<file path="src/rtl/imem_boot_loader_pkg.sv">
// -----------------------------------------------------------------------------
// imem_boot_loader_pkg
// Shared definitions for the instruction-memory boot loader:
//   - loader_state_t : loader FSM states
//   - MAGIC_DEFAULT  : default image start byte
//   - image format constants (bytes per word, byte-lane index width,
//     width of the little-endian word count carried in the header)
// -----------------------------------------------------------------------------
package imem_boot_loader_pkg;

    typedef enum logic [2:0] {
        IDLE   = 3'd0,
        LEN_LO = 3'd1,
        LEN_HI = 3'd2,
        DATA   = 3'd3,
        CSUM   = 3'd4,
        RUN    = 3'd5,
        ERR    = 3'd6
    } loader_state_t;

    localparam logic [7:0] MAGIC_DEFAULT  = 8'hA5;
    localparam int         BYTES_PER_WORD = 4;
    localparam int         LANE_W         = 2;
    localparam int         COUNT_W        = 16;
    localparam logic [LANE_W-1:0] LAST_LANE = LANE_W'(BYTES_PER_WORD - 1);

endpackage

</file>
<file path="src/rtl/imem_boot_loader_packer.sv">
// -----------------------------------------------------------------------------
// boot_word_packer
// Collects payload bytes little-endian into 32-bit words. Byte k of a word
// lands in bits [8k+7:8k]; on the fourth byte the completed word is
// registered and word_valid pulses for exactly one cycle.
// Ports:
//   clk, rst       clock, asynchronous active-low reset
//   clear          drop any partial word and restart at lane 0
//   byte_valid     a payload byte is presented on byte_data this cycle
//   byte_data      payload byte
//   last_lane      current byte would complete a word (lane index == 3)
//   word_valid     one-cycle strobe, cycle after the completing byte
//   word_data      last completed word, held between strobes
// -----------------------------------------------------------------------------
module boot_word_packer
    import imem_boot_loader_pkg::*;
(
    input  logic        clk,
    input  logic        rst,
    input  logic        clear,
    input  logic        byte_valid,
    input  logic [7:0]  byte_data,
    output logic        last_lane,
    output logic        word_valid,
    output logic [31:0] word_data
);

    logic [LANE_W-1:0] lane_q, lane_d;
    logic              word_valid_q, word_valid_d;
    logic [31:0]       word_q, word_d;

    // Lanes 0..2 are buffered; lane 3 is taken straight from byte_data
    // when the word completes, so it never needs its own register.
    genvar gi;
    generate
        for (gi = 0; gi < BYTES_PER_WORD - 1; gi++) begin : g_lane
            logic [7:0] byte_q, byte_d;

            always_comb begin
                byte_d = byte_q;
                if (!clear && byte_valid && (lane_q == LANE_W'(gi))) begin
                    byte_d = byte_data;
                end
            end

            always_ff @(posedge clk or negedge rst) begin
                if (!rst) begin
                    byte_q <= 8'h00;
                end else begin
                    byte_q <= byte_d;
                end
            end
        end
    endgenerate

    assign last_lane = (lane_q == LAST_LANE);

    always_comb begin
        lane_d       = lane_q;
        word_d       = word_q;
        word_valid_d = 1'b0;
        if (clear) begin
            lane_d = '0;
        end else if (byte_valid) begin
            // lane index wraps 3 -> 0 naturally
            lane_d = lane_q + LANE_W'(1);
            if (last_lane) begin
                word_d       = {byte_data, g_lane[2].byte_q, g_lane[1].byte_q, g_lane[0].byte_q};
                word_valid_d = 1'b1;
            end
        end
    end

    always_ff @(posedge clk or negedge rst) begin
        if (!rst) begin
            lane_q       <= '0;
            word_q       <= 32'h0000_0000;
            word_valid_q <= 1'b0;
        end else begin
            lane_q       <= lane_d;
            word_q       <= word_d;
            word_valid_q <= word_valid_d;
        end
    end

    assign word_valid = word_valid_q;
    assign word_data  = word_q;

endmodule

</file>
<file path="src/rtl/imem_boot_loader.sv">
// -----------------------------------------------------------------------------
// imem_boot_loader
// Receives a program image as a byte stream, writes it word-by-word into
// instruction memory and then releases the CPU from reset (fetch from PC 0).
// Image: MAGIC | count[7:0] | count[15:8] | count*4 payload bytes | xor csum
// (checksum is the xor of the payload bytes only).
// Ports:
//   clk, rst       clock, asynchronous active-low reset
//   rx_valid/rx_data/rx_ready   byte stream in, transfer = valid & ready
//   reload         one-cycle pulse: abort, hold CPU, return to IDLE
//   imem_we/imem_addr/imem_wdata  one-cycle word write into instruction memory
//   cpu_rst_n      0 holds the CPU in reset, 1 lets it run
//   load_done      image accepted, CPU running
//   load_err       last image rejected (length or checksum)
// -----------------------------------------------------------------------------
module imem_boot_loader
    import imem_boot_loader_pkg::*;
#(
    parameter int         ADDR_W = 10,
    parameter int         DEPTH  = 1024,
    parameter logic [7:0] MAGIC  = MAGIC_DEFAULT
) (
    input  logic              clk,
    input  logic              rst,
    input  logic              rx_valid,
    input  logic [7:0]        rx_data,
    output logic              rx_ready,
    input  logic              reload,
    output logic              imem_we,
    output logic [ADDR_W-1:0] imem_addr,
    output logic [31:0]       imem_wdata,
    output logic              cpu_rst_n,
    output logic              load_done,
    output logic              load_err
);

    // One extra bit so a DEPTH-word image counts to DEPTH without wrapping.
    localparam int IDX_W = ADDR_W + 1;

    loader_state_t      state_q, state_d;
    logic [COUNT_W-1:0] count_q, count_d;
    logic [IDX_W-1:0]   word_idx_q, word_idx_d;
    logic [7:0]         csum_q, csum_d;
    logic [ADDR_W-1:0]  addr_q, addr_d;
    logic               cpu_rst_n_q, cpu_rst_n_d;
    logic               load_done_q, load_done_d;
    logic               load_err_q, load_err_d;

    logic               rx_fire;
    logic               rx_take;
    logic [COUNT_W-1:0] len_full;
    logic               packer_clear;
    logic               packer_valid;
    logic               packer_last;
    logic               packer_word_valid;
    logic [31:0]        packer_word;

    // The loader only stops accepting bytes once the CPU runs.
    assign rx_ready = (state_q != RUN);
    assign rx_fire  = rx_valid && rx_ready;
    // A byte arriving together with reload is dropped.
    assign rx_take  = rx_fire && !reload;
    assign len_full = {rx_data, count_q[7:0]};

    always_comb begin
        state_d      = state_q;
        count_d      = count_q;
        word_idx_d   = word_idx_q;
        csum_d       = csum_q;
        addr_d       = addr_q;
        cpu_rst_n_d  = cpu_rst_n_q;
        load_done_d  = load_done_q;
        load_err_d   = load_err_q;
        packer_clear = 1'b0;
        packer_valid = 1'b0;

        if (reload) begin
            state_d      = IDLE;
            cpu_rst_n_d  = 1'b0;
            load_done_d  = 1'b0;
            packer_clear = 1'b1;
        end else if (rx_take) begin
            unique case (state_q)
                IDLE, ERR: begin
                    if (rx_data == MAGIC) begin
                        state_d      = LEN_LO;
                        count_d      = '0;
                        word_idx_d   = '0;
                        csum_d       = 8'h00;
                        load_err_d   = 1'b0;
                        packer_clear = 1'b1;
                    end
                end
                LEN_LO: begin
                    count_d[7:0] = rx_data;
                    state_d      = LEN_HI;
                end
                LEN_HI: begin
                    count_d[15:8] = rx_data;
                    if (len_full == '0) begin
                        state_d = CSUM;
                    end else if (32'(len_full) > DEPTH) begin
                        state_d    = ERR;
                        load_err_d = 1'b1;
                    end else begin
                        state_d = DATA;
                    end
                end
                DATA: begin
                    csum_d       = csum_q ^ rx_data;
                    packer_valid = 1'b1;
                    if (packer_last) begin
                        // Address registered alongside the packer's word so
                        // both appear in the cycle imem_we is high.
                        addr_d     = word_idx_q[ADDR_W-1:0];
                        word_idx_d = word_idx_q + IDX_W'(1);
                        if (COUNT_W'(word_idx_q) == (count_q - COUNT_W'(1))) begin
                            state_d = CSUM;
                        end
                    end
                end
                CSUM: begin
                    if (rx_data == csum_q) begin
                        state_d     = RUN;
                        cpu_rst_n_d = 1'b1;
                        load_done_d = 1'b1;
                    end else begin
                        state_d    = ERR;
                        load_err_d = 1'b1;
                    end
                end
                default: begin
                    // RUN never accepts a byte (rx_ready low).
                    state_d = state_q;
                end
            endcase
        end
    end

    always_ff @(posedge clk or negedge rst) begin
        if (!rst) begin
            state_q     <= IDLE;
            count_q     <= '0;
            word_idx_q  <= '0;
            csum_q      <= 8'h00;
            addr_q      <= '0;
            cpu_rst_n_q <= 1'b0;
            load_done_q <= 1'b0;
            load_err_q  <= 1'b0;
        end else begin
            state_q     <= state_d;
            count_q     <= count_d;
            word_idx_q  <= word_idx_d;
            csum_q      <= csum_d;
            addr_q      <= addr_d;
            cpu_rst_n_q <= cpu_rst_n_d;
            load_done_q <= load_done_d;
            load_err_q  <= load_err_d;
        end
    end

    boot_word_packer u_packer (
        .clk        (clk),
        .rst        (rst),
        .clear      (packer_clear),
        .byte_valid (packer_valid),
        .byte_data  (rx_data),
        .last_lane  (packer_last),
        .word_valid (packer_word_valid),
        .word_data  (packer_word)
    );

    assign imem_we    = packer_word_valid;
    assign imem_addr  = addr_q;
    assign imem_wdata = packer_word;
    assign cpu_rst_n  = cpu_rst_n_q;
    assign load_done  = load_done_q;
    assign load_err   = load_err_q;

endmodule

</file>
<file path="config.mk">
export PLATFORM = sky130hd
export DESIGN_NAME = imem_boot_loader
export DESIGN_NICKNAME = d
export VERILOG_FILES = /design/src/rtl/imem_boot_loader_pkg.sv /design/src/rtl/imem_boot_loader_packer.sv /design/src/rtl/imem_boot_loader.sv
export SDC_FILE = /design/constraint.sdc
export NUM_CORES = 1
export LEC_CHECK = 0
export BUFFER_PORTS_ARGS = -buffer_cell sky130_fd_sc_hd__buf_2
export CORE_MARGIN = 2
export CORE_UTILIZATION = 63
export DETAILED_ROUTE_END_ITERATION = 6
export PLACE_DENSITY = 0.85
export SYNTH_ARGS = -nofsm -noshare
export SYNTH_HDL_FRONTEND = slang
export SYNTH_SLANG_ARGS = --single-unit
export TNS_END_PERCENT = 30
</file>
<file path="constraint.sdc">
create_clock -name clk -period 5.4 [get_ports clk]
set_input_delay 0.54 -clock clk [delete_from_list [all_inputs] [get_ports clk]]
set_output_delay 0.54 -clock clk [all_outputs]
set_load 0.1 [all_outputs]
</file>
==> Word level (Yosys, flattened, before mapping) <==
Cells that the tools add are included.
{ "word_totals": {"regBits": 109, "latch_bits": 0, "mem_bits_rw": 0, "rom_bits": 0, "input_bits": 12, "output_inout_bits": 47, "wordCells": 109, "mem_count": 0} }
{ "classes": {"n_addsub": 3, "multipliers": 0, "div_mod_pow": 0, "order_cmp": 1, "n_eq_ne": 20, "shift": 0, "mux": 38, "n_bitwise": 3, "n_reduce_logical": 30} }
{ "ops": {"columns": ["cell", "n"], "rows": [
  ["$pmux W8 S2", 3],
  ["$mux W11", 2],
  ["$pmux W11 S2", 1],
  ["$mux W3", 7],
  ["$mux W1", 18],
  ["$eq A11 B16 Y1", 1],
  ["$gt A16 B11 Y1 const B", 1],
  ["$logic_not A16 Y1", 1],
  ["$mux W16", 1],
  ["$reduce_and A4 Y1", 4],
  ["$sub A16 B1 Y16 const B", 1],
  ["$pmux W3 S5", 1],
  ["$reduce_bool A2 Y1", 7],
  ["$ne A3 B3 Y1 const B", 4],
  ["$add A11 B1 Y11 const B", 1],
  ["$ne A2 B2 Y1 const B", 5],
  ["$reduce_and A5 Y1", 2],
  ["$eq A8 B8 Y1", 1],
  ["$eq A8 B8 Y1 const B", 1],
  ["$mux W8", 1],
  ["$xor A8 B8 Y8", 1],
  ["$reduce_and A7 Y1", 1],
  ["$eq A3 B2 Y1 const B", 2],
  ["$eq A3 B3 Y1 const B", 2],
  ["15 further kinds", 26]
]} }

==> Logic depth before layout (Yosys ltp) <==
Gate-level depths: netlist of run 1.
{ "logic_depth": {"word_depth": 8, "ltp_mapped": 9, "depth_no_buf": 8} }

==> Modules after synthesis <==
A second synthesis of run 1 with hierarchy kept.
{ "hier_totals": {"hier_cells": 471, "area_unflattened_um2": 5436.5} }
{ "modules_own_cells": {"columns": ["module", "instances", "cells_per_inst", "area_each_um2", "seq_area_each_um2"], "rows": [
  ["imem_boot_loader", 1, 337, 3037.9, 1251.2],
  ["boot_word_packer", 1, 134, 2398.6, 1476.4]
]} }

==> Least setup slack after synthesis of run 1 <==
Ideal clock, no wire load.
{ "synth_timing": {"path_type": "register -> register", "start": "register count_q[0]", "end": "register state_q[1]", "setup_time_ns": 0.153, "arrival_time_ns": 2.307, "required_time_ns": 5.247, "slack_ns": 2.940, "stages_incl_launch_ff": 10, "path_buffers": 1, "period_less_slack_ns": 2.460, "path_cell_list": "dfrtp_1 -> clkbuf_1 -> inv_1 -> ha_1 -> or3b_1 -> nor3_1 -> xnor2_1 -> or4_1 -> nor3_1 -> a41oi_1"} }
{ "synth_via": {"elab_chain_cells": 5, "word_cells_on_any_way": 9, "classes_between": "add/sub (1); eq/ne (2); mux (4); reduce/logical (2)"} }
{ "synth_rtl": {"columns": ["item", "line", "text"], "rows": [
  ["start, declared", "imem_boot_loader.sv:41", "logic [COUNT_W-1:0] count_q, count_d;"],
  ["start signal, assigned", "imem_boot_loader.sv:152", "count_q <= count_d;"],
  ["branches (longest 5 deep; another with $sub A16 B1 Y16)", null, null],
  ["end signal, assigned", "imem_boot_loader.sv:151", "state_q <= state_d;"],
  ["end, declared", "imem_boot_loader.sv:40", "loader_state_t state_q, state_d;"]
]} }
Parallel ways; which one is timed is not known. The select of a mux whose other input is x is not followed.
A chain may end at the register's enable or synchronous reset.

==> Worst setup path after layout of run 1 <==
{ "layout_timing": {"start": "register state_q[0]", "end": "register addr_q[6] (netlist: imem_addr[6])"} }
{ "layout_via": {"elab_chain_cells": 4, "word_cells_on_any_way": 5, "classes_between": "eq/ne (2); reduce/logical (3)"} }
{ "layout_rtl": {"columns": ["item", "line", "text"], "rows": [
  ["$ne A3 B3 Y1", "imem_boot_loader.sv:59", "assign rx_ready = (state_q != RUN);"],
  ["$logic_and A1 B1 Y1", "imem_boot_loader.sv:60", "assign rx_fire = rx_valid && rx_ready;"],
  ["$logic_and A1 B1 Y1", "imem_boot_loader.sv:62", "assign rx_take = rx_fire && !reload;"],
  ["$reduce_and A4 Y1 (no source line) *", null, null],
  ["end signal, assigned", "imem_boot_loader.sv:155", "addr_q <= addr_d;"],
  ["end, declared", "imem_boot_loader.sv:44", "logic [ADDR_W-1:0] addr_q, addr_d;"]
]} }
Every way passes the cells marked *; elsewhere a longest branch is shown, timed or not.

==> results of run 1 <==
-- state kept, by name, indices dropped and copies added (netlist names) --
name / count
u_packer.word_data: 32
u_packer.g_lane.byte_q: 24
count_q: 16
word_idx_q: 11
imem_addr: 10
csum_q: 8
state_q: 3
u_packer.lane_q: 2
load_done: 1
load_err: 1
u_packer.word_valid: 1
-- stage by stage --
stage | hold WS, ns | instances | power, W | utilization | instance area [µm²]
floorplan | 0.244 | 518 | 0.00109 | - | 5290
global placement | 0.442 | 655 | 0.00115 | 0.687 | 5620
detailed placement | 0.454 | 655 | 0.00117 | 0.687 | 5620
CTS | 0.216 | 670 | 0.00160 | 0.707 | 5780
global route | 0.243 | 670 | 0.00167 | 0.707 | 5780
finish | 0.186 | 670 | 0.00160 | 0.707 | 5780
-- routing by layer --
metal	global-route usage	up-vias
met4	0.125	0
met2	0.455	214
met5	0	-
met1	0.384	2087
li1	-	1907
met3	0.0474	41
-- kinds of logic after synthesis --
logic type               count (synthesis)  synth area share
multiplexers                            42            0.0894
AO/OA/AOI/OAI                           83             0.108
flip-flops                             109             0.515
XOR/XNOR                                26            0.0430
buffers and inverters                   40            0.0305
adder cells (fa/ha/maj)                  8            0.0184
AND/OR/NAND/NOR                        210             0.195
-- worst register-to-register path: stages, from the launching register on --
cell and delay (ns):
dfrtp_1 0.72, nand3_1 0.50, nor2_1 0.80, nand2_1 0.20, buf_4 0.33, mux2_2 0.36
-- worst paths after layout --
path / from / end / slack (ns) / depth (start not counted)
min in group clk: reload / state_q[0] / 0.43 / 2
max in group asynchronous: rst / count_q[1] / 4.04 / 2
max reg2reg: state_q[0] / imem_addr[6] / 2.39 / 5
max: state_q[0] / imem_addr[6] / 2.39 / 5
min reg2reg: u_packer.word_data[1] / u_packer.word_data[1] / 0.48 / 2
min: rst / u_packer.word_data[19] / 0.19 / 1
-- layout make-up --
| class | instances | area share |
|---|---|---|
| clock inverters | 4 | 0.00584 |
| flip-flops and latches | 109 | 0.472 |
| clock buffers | 11 | 0.0227 |
| repair buffers | 61 | 0.0545 |
| inverters | 11 | 0.00714 |
| well taps | 105 | 0.0227 |
| multi-input cells | 369 | 0.415 |
-- cell usage after synthesis (3+ instances only) --
| cell | instances |
|---|---|
| ha_1 | 7 |
| a22o_1 | 18 |
| clkbuf_1 | 27 |
| dfrtp_1 | 109 |
| inv_1 | 10 |
| and4_1 | 4 |
| xnor2_1 | 11 |
| xor2_1 | 15 |
| nor2_1 | 34 |
| and3_1 | 3 |
| nor3_1 | 11 |
| a31oi_1 | 3 |
| nor4_1 | 10 |
| nor2b_1 | 4 |
| nor4b_1 | 3 |
| a21oi_1 | 6 |
| o21ai_0 | 16 |
| or4_1 | 6 |
| o21ai_1 | 17 |
| nand4_1 | 6 |
| nand2b_1 | 3 |
| nand2_1 | 97 |
| nand3_1 | 12 |
| mux2_2 | 42 |
| o31ai_1 | 4 |
-- where the power goes --
part | switching (W) | internal [W]
clock network | 0.000272 | 0.000170
registers | 0.0000396 | 0.000838
logic | 0.000162 | 0.000116
total | 0.000474 | 0.00112
==> impl_metrics.json, run 1 <==
{
  "status": "finished clean",
  "powerDensity_nw_per_um2": 276,
  "die_area_um2": 9150,
  "synth_top_area_frac": 0.515,
  "arrival_ns": 3.26,
  "grt_max_degree": 60,
  "finalSetupViolCount": 0,
  "synth.avg_cell_area_um2": 10.2,
  "route.detailed.drc": 0,
  "routed-wl-met2_um": 5810,
  "fin_crit_ns": 3.01,
  "postCtsSetupBuffers": 0,
  "synth_area_leader_cell": "dfrtp_1",
  "pre_cts_slack_ns": 2.50,
  "timing.fmax_mhz": 332,
  "htreeDepth": 3,
  "syn_nets": 537,
  "coreArea_um2": 8180,
  "clkTransAtPathRegs_ns": 0.10,
  "critical_path_class": "flop to flop",
  "first_pass_iters": 5,
  "yosysWarnings": 0,
  "vias": 4249,
  "tritoncts": "built",
  "first_iter_violations": 355,
  "fin_ws_ns": 2.39,
  "multiInputGateArea_um2": 2400,
  "seqCellArea_um2": 2730,
  "critPathMaxStageDelay_ns": 0.80,
  "layout_common_cells": "dfrtp_1 (109), nand2_1 (97), buf_2 (57)",
  "cts_buffer_depth": 2,
  "start_kind": "flop",
  "slowest_stage": "nor2_1",
  "min_path_type": "input port to async pin",
  "period_share": 0.558,
  "grt_overflow": 0,
  "mostFrequentLayoutCell": "dfrtp_1",
  "wirelength_um": 12000,
  "cts_buffers": 9,
  "rsz0062_at_grt": "false",
  "synthArstFlopShare": 1.00,
  "ir_drop_mv": 0.216,
  "fin_nets": 580,
  "hpwlAfterDp_um": 8240,
  "drv_cap": 0,
  "grt_antenna_before_repair": 0,
  "drive_above_1_share": 0.223,
  "synth_edf_count": 0,
  "row_count": 33,
  "wl_met3_um": 839,
  "fill_cells": 593,
  "die_x_um": 95.6,
  "ctsHoldBuffers": 0,
  "avgViaCountPerCell": 6.34,
  "drtAntennaViolNets": 0,
  "top_layer": "met4",
  "num_antenna_cells": 0,
  "syn_area_um2": 5290,
  "place_congestion": 0.970,
  "ys.flop_type": "dfrtp_1",
  "io_buffers": 58,
  "netlist_top_cells_area": "dfrtp_1 (52%), mux2_2 (8.9%), nand2_1 (6.9%)",
  "area_growth_pct": 9.29,
  "wl_met1_um": 4960,
  "cp_max_fo": 45,
  "slew_headroom": 0.343,
  "root_buffer": "clkbuf_8",
  "hold_viol": 0,
  "clock_sinks": 109,
  "end_kind": "flop",
  "synth_cells": 518,
  "yosysSeqAreaShare": 0.515,
  "cts_resized": 0,
  "wl_per_cell_um": 18.0,
  "crit_buf_inv": 1,
  "ys_ff_latch": 109,
  "die_h_um": 95.6,
  "worstMarginPinSlew_ns": 0.978,
  "skew_ns": 0.00951,
  "crit_chain": "nand3_1, nor2_1, nand2_1, buf_4, mux2_2",
  "leakage_nw": 2.95,
  "slew_viol_final": 0,
  "setup-tns-final_ns": 0,
  "critical_path_required_ns": 5.65,
  "start_util": 0.647,
  "clk_latency_ns": 0.36,
  "synth_cell_type_count": 57,
  "crit_family": "simple AND/OR/NAND/NOR gates",
  "grt_pass1_vias": 4057,
  "pin_count": 59,
  "grt_pass1_wl_um": 19800,
  "grt_use_total": 0.284
}
Power figures use the tool's default switching activity.
==> run 2, diff against run 1 <==
--- a/config.mk
+++ b/config.mk
@@ -7,9 +7,9 @@
 export LEC_CHECK = 0
 export BUFFER_PORTS_ARGS = -buffer_cell sky130_fd_sc_hd__buf_2
 export CORE_MARGIN = 2
-export CORE_UTILIZATION = 63
+export CORE_UTILIZATION = 59
 export DETAILED_ROUTE_END_ITERATION = 6
-export PLACE_DENSITY = 0.85
+export PLACE_DENSITY = 0.8
 export SYNTH_ARGS = -nofsm -noshare
 export SYNTH_HDL_FRONTEND = slang
 export SYNTH_SLANG_ARGS = --single-unit
==> constraint.sdc (replaced) <==
create_clock -name clk -period 2.9 [get_ports clk]
set_input_delay 0.29 -clock clk [delete_from_list [all_inputs] [get_ports clk]]
set_output_delay 0.29 -clock clk [all_outputs]
set_load 0.1 [all_outputs]
==> impl_metrics.json, run 2 (synthesis gave the netlist of run 1 again) <==
{
  "leakage_nw": 3.00,
  "die_area_um2": 9740,
  "grt_max_degree": 74,
  "avgViaCountPerCell": 6.09,
  "power_w": 0.00303,
  "layout_common_cells": "dfrtp_1 (109), nand2_1 (97), buf_2 (57)",
  "status": "finished clean",
  "vias": 4142,
  "wl_per_cell_um": 17.9,
  "hpwlAfterDp_um": 8400,
  "worstMarginPinSlew_ns": 0.812,
  "route.detailed.drc": 0,
  "timing.fmax_mhz": 377,
  "hold_viol": 0,
  "skew_ns": 0.0131,
  "cts_buffers": 9,
  "tritoncts": "built",
  "fill_cells": 684,
  "routed-wl-met2_um": 5830,
  "die_x_um": 98.7,
  "first_iter_violations": 299,
  "drtAntennaViolNets": 0,
  "slew_viol_final": 0,
  "min_to": "state_q[0]",
  "area_growth_pct": 10.8,
  "row_count": 34,
  "dp_cells": 663,
  "drive_above_1_share": 0.234,
  "period_share": 0.915,
  "mostFrequentLayoutCell": "dfrtp_1",
  "worst-r2r-cell-count": 8,
  "cp_max_fo": 8,
  "coreArea_um2": 8720,
  "grt_pass1_wl_um": 20600,
  "top_layer": "met4",
  "first_pass_iters": 5,
  "rsz0062_at_grt": "false",
  "powerDensity_nw_per_um2": 518,
  "critical_path_required_ns": 3.12,
  "slew_headroom": 0.454,
  "rr_endpoint": "state_q[1]",
  "finalSetupViolCount": 0,
  "clock_sinks": 109,
  "htreeDepth": 3,
  "place_congestion": 0.956,
  "min_path_type": "input port to flop",
  "rr_startpoint": "count_q[0]",
  "start_kind": "flop",
  "critical_path_class": "flop to flop",
  "fin_nets": 586,
  "die_h_um": 98.7,
  "largest_reg_flops": 32,
  "min_path_cells": 2,
  "hp-start": "reload",
  "wl_met1_um": 5400,
  "root_buffer": "clkbuf_8",
  "grt_antenna_before_repair": 0,
  "setup-tns-final_ns": 0,
  "io_buffers": 58,
  "clk_latency_ns": 0.38,
  "grt_use_total": 0.264,
  "wirelength_um": 12200,
  "num_antenna_cells": 0,
  "drv_cap": 0,
  "postCtsSetupBuffers": 0,
  "instances_no_fill": 680,
  "cts_buffer_depth": 2,
  "grt_overflow": 0,
  "fin_crit_ns": 2.65,
  "clkTransAtPathRegs_ns": 0.11,
  "ir_drop_mv": 0.360,
  "wl_met3_um": 707,
  "grt_pass1_vias": 4059,
  "r2r_slack_ns": 0.25,
  "end_kind": "flop",
  "arrival_ns": 2.87,
  "pin_count": 59,
  "start_util": 0.607
}
## run 2: power breakdown
| part | internal [W] | switching (W) | total (W) |
|---|---|---|---|
| logic | 0.000234 | 0.000294 | 0.000527 |
| clock network | 0.000329 | 0.000544 | 0.000873 |
| registers | 0.00156 | 0.0000736 | 0.00163 |
## run 2: critical path: stages, from the launching register on
cell,delay [ns]
dfrtp_1,0.48
inv_1,0.11
ha_1,0.25
or3b_4,0.45
nor3_1,0.19
xnor2_1,0.11
or4_1,0.52
nor3_1,0.24
a41oi_1,0.15
## run 2: how the worst max path moves through the flow
stage	start	endpoint	slack [ns]	cells after the start
3_3_place_gp	count_q[0]	state_q[1]	0.34	8
3_5_place_dp	count_q[0]	state_q[1]	0.23	8
2_1_floorplan	count_q[0]	state_q[1]	0.44	9
4_1_cts	count_q[0]	state_q[1]	0.21	8
5_1_grt	count_q[0]	state_q[1]	0.007	8
6_report	count_q[0]	state_q[1]	0.25	8
## run 2: area by class of cell
cell class | instances | area (µm²) | share of cell area
clock buffers | 10 | 128 | 0.0218
flip-flops and latches | 109 | 2730 | 0.465
well taps | 108 | 135 | 0.0230
repair buffers | 67 | 375 | 0.0640
clock inverters | 6 | 51.3 | 0.00875
inverters | 11 | 41.3 | 0.00704
multi-input cells | 369 | 2400 | 0.410
## run 2: repair_timing
item / 4_1_cts / 5_1_grt
hold endpoints to repair: 36 / 0
setup endpoints to repair: 0 / 1
resized for setup: 0 / 1
hold buffers: 1 / 0
## run 2: through the flow
stage / hold WS [ns] / utilization / setup slack [ns] / instance area (µm²)
after global placement: 0.278 / 0.650 / 0.337 / 5670
after CTS: 0.153 / 0.672 / 0.210 / 5860
after global routing: 0.171 / 0.672 / 0.00721 / 5860
final: 0.170 / 0.672 / 0.248 / 5860
after floorplan: -0.00559 / - / 0.440 / 5290
after detailed placement: 0.280 / 0.650 / 0.226 / 5670
## run 2: layer usage
| layer | vias up | GRT usage |
|---|---|---|
| met5 | - | 0 |
| li1 | 1926 | - |
| met3 | 20 | 0.0390 |
| met1 | 2028 | 0.371 |
| met2 | 168 | 0.426 |
| met4 | 0 | 0.0896 |
==> run 3, diff against run 2 <==
--- a/config.mk
+++ b/config.mk
@@ -6,10 +6,11 @@
 export NUM_CORES = 1
 export LEC_CHECK = 0
 export BUFFER_PORTS_ARGS = -buffer_cell sky130_fd_sc_hd__buf_2
-export CORE_MARGIN = 2
-export CORE_UTILIZATION = 59
+export CELL_PAD_IN_SITES_DETAIL_PLACEMENT = 0
+export CELL_PAD_IN_SITES_GLOBAL_PLACEMENT = 1
+export CORE_UTILIZATION = 46
 export DETAILED_ROUTE_END_ITERATION = 6
-export PLACE_DENSITY = 0.8
+export PLACE_DENSITY_LB_ADDON = 0.1
 export SYNTH_ARGS = -nofsm -noshare
 export SYNTH_HDL_FRONTEND = slang
 export SYNTH_SLANG_ARGS = --single-unit
==> impl_metrics.json, run 3 (synthesis gave the netlist of run 1 again) <==
{
  "vias": 4017,
  "status": "finished clean",
  "hold_viol": 0,
  "fin_nets": 591,
  "slew_viol_final": 0,
  "wirelength_um": 12400,
  "largest_reg_flops": 32,
  "clk_latency_ns": 0.37,
  "pin_count": 59,
  "io_buffers": 58,
  "slew_headroom": 0.556,
  "die_h_um": 109,
  "row_count": 38,
  "die_area_um2": 11900,
  "ir_drop_mv": 0.456,
  "leakage_nw": 3.09,
  "start_util": 0.480,
  "timing.fmax_mhz": 377,
  "grt_antenna_before_repair": 0,
  "cts_buffer_depth": 2,
  "worstMarginPinSlew_ns": 0.661,
  "period_share": 0.916,
  "powerDensity_nw_per_um2": 585,
  "first_iter_violations": 207,
  "hpwlAfterDp_um": 8730,
  "drv_cap": 0,
  "tritoncts": "built",
  "setup-tns-final_ns": 0,
  "critical_path_required_ns": 3.11,
  "fill_cells": 1012,
  "critical_path_class": "flop to flop",
  "grt_max_degree": 39,
  "arrival_ns": 2.86,
  "die_x_um": 109,
  "min_path_type": "input port to flop",
  "wl_per_cell_um": 17.3,
  "grt_pass1_wl_um": 19900,
  "htreeDepth": 3,
  "clkTransAtPathRegs_ns": 0.07,
  "postCtsSetupBuffers": 0,
  "grt_overflow": 0,
  "grt_pass1_vias": 3696,
  "finalSetupViolCount": 0,
  "cp_max_fo": 8,
  "route.detailed.drc": 0,
  "start_kind": "flop",
  "mostFrequentLayoutCell": "dfrtp_1",
  "clock_sinks": 109,
  "fin_crit_ns": 2.66,
  "drtAntennaViolNets": 0,
  "area_growth_pct": 15.1,
  "skew_ns": 0.00908,
  "num_antenna_cells": 0,
  "place_congestion": 0.845,
  "layout_common_cells": "dfrtp_1 (109), nand2_1 (97), buf_2 (57)",
  "drive_above_1_share": 0.244,
  "grt_use_total": 0.223,
  "root_buffer": "clkbuf_16",
  "cts_buffers": 9,
  "first_pass_iters": 4,
  "coreArea_um2": 11000,
  "holdWs_ns": 0.185,
  "avgViaCountPerCell": 5.60,
  "end_kind": "flop",
  "rsz0062_at_grt": "false"
}
-- run 3: cell types whose count changed in the layout (fill, tap and decap cells not counted), sizes merged --
cell	delta
buf	+5
bufinv	+2
clkbuf	-1
inv	-1
-- run 3: area by class of cell --
type	count	area, µm²	share of cell area
tap	140	175	0.0288
sequential	109	2730	0.448
clock buffer	9	225	0.0370
timing repair buffer	72	400	0.0657
clock inverter	7	114	0.0187
inverter	11	41.3	0.00678
multi-input combinational	369	2410	0.395
-- run 3: where the power goes --
group          internal [W]  switching [W]
sequential          0.00156      0.0000744
combinational      0.000237       0.000292
clock              0.000779       0.000623
-- run 3: metrics by stage --
stage	instances	power [W]	cell area, µm²	util	worst slack (ns)
6_report	717	0.00357	6090	0.552	0.245
5_1_grt	717	0.00371	6090	0.552	0.0395
4_1_cts	717	0.00358	6090	0.552	0.157
3_5_place_dp	700	0.00218	5740	0.520	0.166
3_3_place_gp	700	0.00218	5740	0.520	0.299
2_1_floorplan	518	0.00203	5290	-	0.440
-- run 3: critical path, cell delays in order, from the launching register on --
cell	delay (ns)
dfrtp_1	0.48
inv_1	0.13
ha_2	0.24
or3b_4	0.43
nor3_1	0.22
xnor2_1	0.11
or4_1	0.52
nor3_1	0.23
a41oi_1	0.14
-- run 3: repair_timing --
item | 4_1_cts | 5_1_grt
hold buffers | 1 | 0
resized for setup | 0 | 2
setup endpoints to repair | 0 | 1
hold endpoints to repair | 34 | 0
-- run 3: layer usage --
layer,global-route usage,routed length (µm)
met5,0,0
met1,0.309,5970
met4,0.0610,155
met3,0.0508,466
met2,0.351,5790
-- run 3: worst paths after layout --
| kind | startpoint | endpoint | slack (ns) | depth (start not counted) |
|---|---|---|---|---|
| setup / recovery | count_q[0] | state_q[1] | 0.24 | 8 |
| hold / removal | reload | state_q[0] | 0.19 | 2 |
| setup reg to reg | count_q[0] | state_q[1] | 0.24 | 8 |
| hold reg to reg | u_packer.g_lane[0].byte_q[7] | u_packer.word_data[7] | 0.46 | 2 |
| max in group asynchronous | rst | load_done | 1.79 | 3 |
| min in group asynchronous | rst | u_packer.word_data[19] | 0.42 | 2 |
